**src/rtl/uart_rx_cfg.sv**
```systemverilog
// Parametrised UART receiver: 2-flop synchroniser, 3-sample mid-bit majority vote,
// optional parity, 1 or 2 stop bits, and a valid/ready output with overrun pulse.
module uart_rx_cfg #(
    parameter int CLK_FREQ  = 50_000_000,
    parameter int BAUD      = 9600,
    parameter int DATA_BITS = 8,
    parameter int PARITY    = 0,
    parameter int STOP_BITS = 1
) (
    input  logic                 clk,
    input  logic                 rst,
    input  logic                 uart_rx,
    output logic [DATA_BITS-1:0] rx_data,
    output logic                 rx_valid,
    input  logic                 rx_ready,
    output logic                 frame_err,
    output logic                 parity_err,
    output logic                 overrun,
    output logic                 busy
);
    localparam int BAUD_DIV = CLK_FREQ / BAUD;
    localparam int MID      = BAUD_DIV / 2;
    localparam int CNT_W    = $clog2(BAUD_DIV);

    localparam logic [CNT_W-1:0] CNT_S0   = CNT_W'(MID - 1);
    localparam logic [CNT_W-1:0] CNT_S1   = CNT_W'(MID);
    localparam logic [CNT_W-1:0] CNT_VOTE = CNT_W'(MID + 1);
    localparam logic [CNT_W-1:0] CNT_LAST = CNT_W'(BAUD_DIV - 1);
    localparam logic [3:0]       IDX_LAST  = 4'(DATA_BITS - 1);
    localparam logic             STOP_LAST = 1'(STOP_BITS - 1);
    localparam logic             PAR_ODD   = (PARITY == 1);

    typedef enum logic [2:0] {
        ST_IDLE,
        ST_START,
        ST_DATA,
        ST_PAR,
        ST_STOP,
        ST_DONE
    } state_t;

    state_t                 state_reg,    state_next;
    logic [1:0]             sync_reg;
    logic                   hist_reg;
    logic [CNT_W-1:0]       cnt_reg,      cnt_next;
    logic [1:0]             samp_reg,     samp_next;
    logic [3:0]             idx_reg,      idx_next;
    logic                   stop_idx_reg, stop_idx_next;
    logic [DATA_BITS-1:0]   shift_reg,    shift_next;
    logic                   fe_pend_reg,  fe_pend_next;
    logic                   pe_pend_reg,  pe_pend_next;
    logic [DATA_BITS-1:0]   data_reg,     data_next;
    logic                   valid_reg,    valid_next;
    logic                   ferr_reg,     ferr_next;
    logic                   perr_reg,     perr_next;
    logic                   ovr_reg,      ovr_next;

    logic                   line_s;
    logic                   start_edge;
    logic                   vote;
    logic                   vote_now;
    logic                   bit_end;
    logic [DATA_BITS:0]     par_chain;

    assign line_s     = sync_reg[1];
    assign start_edge = hist_reg & ~line_s;
    assign vote_now   = (cnt_reg == CNT_VOTE);
    assign bit_end    = (cnt_reg == CNT_LAST);
    // Third sample is taken live at MID+1, so the vote resolves in that same cycle.
    assign vote = (samp_reg[0] & samp_reg[1]) | (samp_reg[0] & line_s) | (samp_reg[1] & line_s);

    assign par_chain[0] = 1'b0;
    generate
        for (genvar gi = 0; gi < DATA_BITS; gi++) begin : g_par
            assign par_chain[gi+1] = par_chain[gi] ^ shift_reg[gi];
        end
    endgenerate

    always_ff @(posedge clk) begin
        if (rst) begin
            state_reg    <= ST_IDLE;
            sync_reg     <= 2'b11;
            hist_reg     <= 1'b1;
            cnt_reg      <= '0;
            samp_reg     <= 2'b11;
            idx_reg      <= '0;
            stop_idx_reg <= 1'b0;
            shift_reg    <= '0;
            fe_pend_reg  <= 1'b0;
            pe_pend_reg  <= 1'b0;
            data_reg     <= '0;
            valid_reg    <= 1'b0;
            ferr_reg     <= 1'b0;
            perr_reg     <= 1'b0;
            ovr_reg      <= 1'b0;
        end else begin
            state_reg    <= state_next;
            sync_reg     <= {sync_reg[0], uart_rx};
            hist_reg     <= line_s;
            cnt_reg      <= cnt_next;
            samp_reg     <= samp_next;
            idx_reg      <= idx_next;
            stop_idx_reg <= stop_idx_next;
            shift_reg    <= shift_next;
            fe_pend_reg  <= fe_pend_next;
            pe_pend_reg  <= pe_pend_next;
            data_reg     <= data_next;
            valid_reg    <= valid_next;
            ferr_reg     <= ferr_next;
            perr_reg     <= perr_next;
            ovr_reg      <= ovr_next;
        end
    end

    always_comb begin
        state_next    = state_reg;
        cnt_next      = bit_end ? '0 : cnt_reg + CNT_W'(1);
        samp_next     = samp_reg;
        idx_next      = idx_reg;
        stop_idx_next = stop_idx_reg;
        shift_next    = shift_reg;
        fe_pend_next  = fe_pend_reg;
        pe_pend_next  = pe_pend_reg;
        data_next     = data_reg;
        valid_next    = valid_reg;
        ferr_next     = ferr_reg;
        perr_next     = perr_reg;
        ovr_next      = 1'b0;

        if (cnt_reg == CNT_S0) samp_next[0] = line_s;
        if (cnt_reg == CNT_S1) samp_next[1] = line_s;

        if (valid_reg && rx_ready) valid_next = 1'b0;

        case (state_reg)
            ST_IDLE: begin
                if (start_edge) begin
                    state_next    = ST_START;
                    idx_next      = '0;
                    stop_idx_next = 1'b0;
                    fe_pend_next  = 1'b0;
                    pe_pend_next  = 1'b0;
                end
            end
            ST_START: begin
                if (vote_now && vote) state_next = ST_IDLE;
                else if (bit_end)     state_next = ST_DATA;
            end
            ST_DATA: begin
                if (vote_now) shift_next = {vote, shift_reg[DATA_BITS-1:1]};
                if (bit_end) begin
                    if (idx_reg == IDX_LAST) state_next = (PARITY != 0) ? ST_PAR : ST_STOP;
                    else                     idx_next   = idx_reg + 4'd1;
                end
            end
            ST_PAR: begin
                if (vote_now) pe_pend_next = par_chain[DATA_BITS] ^ vote ^ PAR_ODD;
                if (bit_end)  state_next   = ST_STOP;
            end
            ST_STOP: begin
                // Leave on the last vote rather than at bit end so a back-to-back start is seen.
                if (vote_now) begin
                    if (!vote) fe_pend_next = 1'b1;
                    if (stop_idx_reg == STOP_LAST) state_next = ST_DONE;
                end else if (bit_end) begin
                    stop_idx_next = stop_idx_reg + 1'b1;
                end
            end
            ST_DONE: begin
                state_next = ST_IDLE;
                if (!valid_reg || rx_ready) begin
                    valid_next = 1'b1;
                    data_next  = shift_reg;
                    ferr_next  = fe_pend_reg;
                    perr_next  = pe_pend_reg;
                end else begin
                    ovr_next = 1'b1;
                end
            end
            default: state_next = ST_IDLE;
        endcase

        if (state_next != state_reg) cnt_next = '0;
    end

    assign rx_data    = data_reg;
    assign rx_valid   = valid_reg;
    assign frame_err  = ferr_reg;
    assign parity_err = perr_reg;
    assign overrun    = ovr_reg;
    assign busy       = (state_reg != ST_IDLE);

endmodule

```
**config.mk**
```make
export PLATFORM = sky130hd
export DESIGN_NAME = uart_rx_cfg
export DESIGN_NICKNAME = d
export VERILOG_FILES = /design/src/rtl/uart_rx_cfg.sv
export SDC_FILE = /design/constraint.sdc
export NUM_CORES = 1
export LEC_CHECK = 0
export ABC_AREA = 0
export BUFFER_PORTS_ARGS = -buffer_cell sky130_fd_sc_hd__clkbuf_2
export CORE_MARGIN = 2
export CORE_UTILIZATION = 55
export CTS_CLUSTER_SIZE = 14
export DETAILED_ROUTE_END_ITERATION = 16
export PLACE_DENSITY = 0.81
export SLEW_MARGIN = 0
export SYNTH_ARGS = -nofsm -noshare
export SYNTH_HDL_FRONTEND = slang
export SYNTH_SLANG_ARGS = --single-unit
export TNS_END_PERCENT = 50
```
**constraint.sdc**
```tcl
create_clock -name clk -period 2.5 [get_ports clk]
set_input_delay 0.25 -clock clk [delete_from_list [all_inputs] [get_ports clk]]
set_output_delay 0.25 -clock clk [all_outputs]
set_load 0.02 [all_outputs]
```
==> impl_metrics.py <==
metrics = {
    "finish": {
        "drive_gt1_share_pct": 15.2,
        "final_nets": 252,
        "syn2layout_area_growth_pct": 10.3,
        "largest_reg_flops": 13,
        "fillCellCount": 317,
        "seqCellArea_um2": 961,
        "diodes": 0,
        "multi_input_area_um2": 1100,
        "final_cell_area_um2": 2340,
        "fin_util_pct": 63.5,
    },
    "worst_setup_path": {
        "worst_setup_path_start_kind": "flop",
        "path_class": "reg -> reg",
        "path_max_fanout": 6,
        "cpPeakStageDelay_ns": 0.56,
        "worst-path-buf-inv": 0,
        "end_kind": "flop",
        "path_cells": "or4b_4, or3_1, or4_1, mux2_1, nor2_1",
        "cp.required_ns": 2.74,
        "worstPathArrival_ns": 2.48,
        "crit_slowest_cell": "or4b_4",
        "critPathTopFamily": "simple AND/OR/NAND/NOR gates",
    },
    "sta": {
        "max_slew_margin_pct": 66.2,
        "hold_viol_final": 0,
        "finalWorstSetupSlack_ns": 0.258,
        "fin_crit_sh_pct": 89.7,
        "max_freq_ghz": 0.446,
        "setup_viol": 0,
        "worst-slew-pin-transition_ns": 0.503,
        "skew_ns": 0.00809,
        "slew_violations": 0,
        "setup_tns_ns": 0,
        "period_minus_slack_ns": 2.24,
        "rsz0062_at_grt": "false",
    },
    "yosys": {
        "yosysWarnings": 0,
        "synth.area.top_cells": "dfxtp_1 (45%), mux2i_1 (9.4%), nor2_1 (7.1%), xnor2_1 (5.4%), xor2_1 (2.9%)",
        "ys_top_cells_by_count": "dfxtp_1 (48), nor2_1 (40), mux2i_1 (20), xnor2_1 (13), nand2_1 (10)",
        "synth.most_common_cell": "dfxtp_1",
        "ys_types": 40,
        "synthesis.nets": 234,
        "ys.flop_type": "dfxtp_1",
        "yosysTopAreaCell": "dfxtp_1",
        "seq_area_frac_synth_pct": 45.3,
        "synth_edf_count": 0,
        "synth_seq_cells": 48,
        "async_flop_share_pct": 0,
        "syn_inst": 226,
        "syn_area_um2": 2120,
        "synth_top_area_share_pct": 45.3,
        "syn_avg_cell_area_um2": 9.40,
    },
    "global_route": {
        "grt_antenna_before_repair": 0,
        "grt_max_degree": 21,
        "grt_pass1_wl_um": 6470,
        "grt_pass1_vias": 1455,
        "grt_overflow": 0,
        "grt_usage_pct": 19.4,
    },
    "placed_design": {
        "placed_cell_area_um2": 2250,
        "pre_cts_ws_ns": 0.294,
        "port_buffers": 16,
        "dp_hpwl_um": 2670,
        "gp_congestion": 0.808,
    },
    "power": {
        "comb_power_share_pct": 3.8,
        "power.leakage_uw": 0.000905,
        "p_switching_uw": 281,
        "power_frac_clock_pct": 35.9,
        "p_sw_share_pct": 21.8,
        "cell_internal_pwr_uw": 1010,
        "powerDensity_nw_per_um2": 551,
        "ir_drop_mv": 0.325,
        "seqPwrFrac_pct": 60.3,
    },
    "routing": {
        "vias": 1566,
        "ant_nets": 0,
        "route.detailed.drc": 0,
        "wl_per_cell_um": 12.6,
        "viasPerCell": 5.36,
        "drtIter0Drc": 73,
        "first_pass_iters": 4,
        "routed_wl_um": 3670,
    },
    "clocking": {
        "numCtsBuffers": 5,
        "cts_root_buf": "clkbuf_8",
        "htree_levels": 2,
        "clkSinkCount": 48,
        "hold_buffers": 0,
        "cts_setup_buffers": 0,
        "worstSkewPairLatency_ns": 0.30,
        "clk_path_buf_depth": 2,
        "path_clk_slew_ns": 0.08,
        "ctsResizeCount": 0,
        "cts_tree": "built",
    },
    "floorplanning": {
        "core_region_area_um2": 3690,
        "die_x_um": 66.1,
        "std_cell_rows": 22,
        "initial_utilization_pct": 57.6,
        "die-area_um2": 4370,
        "die_h_um": 66.1,
        "io_pins": 17,
    },
    "run_status": {
        "status": "finished clean",
    },
    "job": {
        "maxCapViolCount": 0,
    },
    "hold_path": {
        "hp-class": "in -> reg",
    },
}
==> cells by family (layout without fill, tap and decap cells) <==
group                      after synthesis  after routing  share of synthesized area [%]
adders and majority gates                5              5                           2.83
DFF                                     48             48                           45.3
AOI/OAI and AO/OA                       11             11                           3.18
and+or+nand+nor                        103            103                           25.3
buffers and inverters                   15             33                           3.06
xor gates and xnor gates                21             21                           9.31
muxes                                   23             23                           11.0
==> power groups by stage <==
| stage | logic [uW] | registers [uW] | clock network (uW) |
|---|---|---|---|
| global placement | 47.9 | 795 | 0 |
| global route | 56.1 | 779 | 508 |
| floorplan | 36.6 | 793 | 0 |
| finish | 48.5 | 778 | 463 |
| detailed placement | 48.5 | 796 | 0 |
| CTS | 48.9 | 778 | 475 |
==> final cells by class <==
class	instances	area share, %
clock buffers	6	3.53
inverters	6	0.962
multi-input cells	163	46.8
repair buffers	20	4.70
well taps	48	2.56
flip-flops and latches	48	41.0
clock inverters	1	0.374
==> worst reg2reg max path: cells and delay by family (launching register included) <==
family	cells	cell delay [ns]
DFF	1	0.37
muxes	1	0.32
and+or+nand+nor	4	1.50
==> layout by cell type (no fill, tap or decap), types with 3 or more instances in the layout <==
cell type	instances
nand2b_1	6
nand3_1	7
and3_1	3
or2_2	4
nor2_1	40
buf_4	4
inv_1	6
dfxtp_1	48
nor3_1	9
xnor2_1	13
clkbuf_8	6
clkbuf_2	16
xor2_1	7
ha_1	4
nand2_1	10
mux2i_1	20
nand4_1	5
and4_1	3
a21oi_1	4
==> per-layer routing <==
metal  GRT usage (%)  vias to the layer above  part of all wire, %
li1                -                      815                    -
met1            24.4                      722                   47
met2            31.8                       23                   48
met3            5.11                        6                  3.3
met4            7.65                        0                  1.9
met5               0                        -                    0
==> path summary, 6_finish.rpt <==
kind | startpoint | endpoint | slack, ns | cells past startpoint
worst min-delay path | uart_rx | sync_reg[0] | 0.13 | 2
worst max-delay path | cnt_reg[4] | pe_pend_reg | 0.26 | 5
worst min register to register | sync_reg[0] | sync_reg[1] | 0.41 | 1
worst max register to register | cnt_reg[4] | pe_pend_reg | 0.26 | 5
==> through the flow <==
step                hold slack, ns  total power (uW)  instances
global route                 0.126              1340        292
detailed placement           0.399               844        285
global placement             0.393               843        285
CTS                          0.121              1300        292
finish                       0.128              1290        292
floorplan                    0.354               830        226
Note: power is estimated with default switching activity, not from simulation.
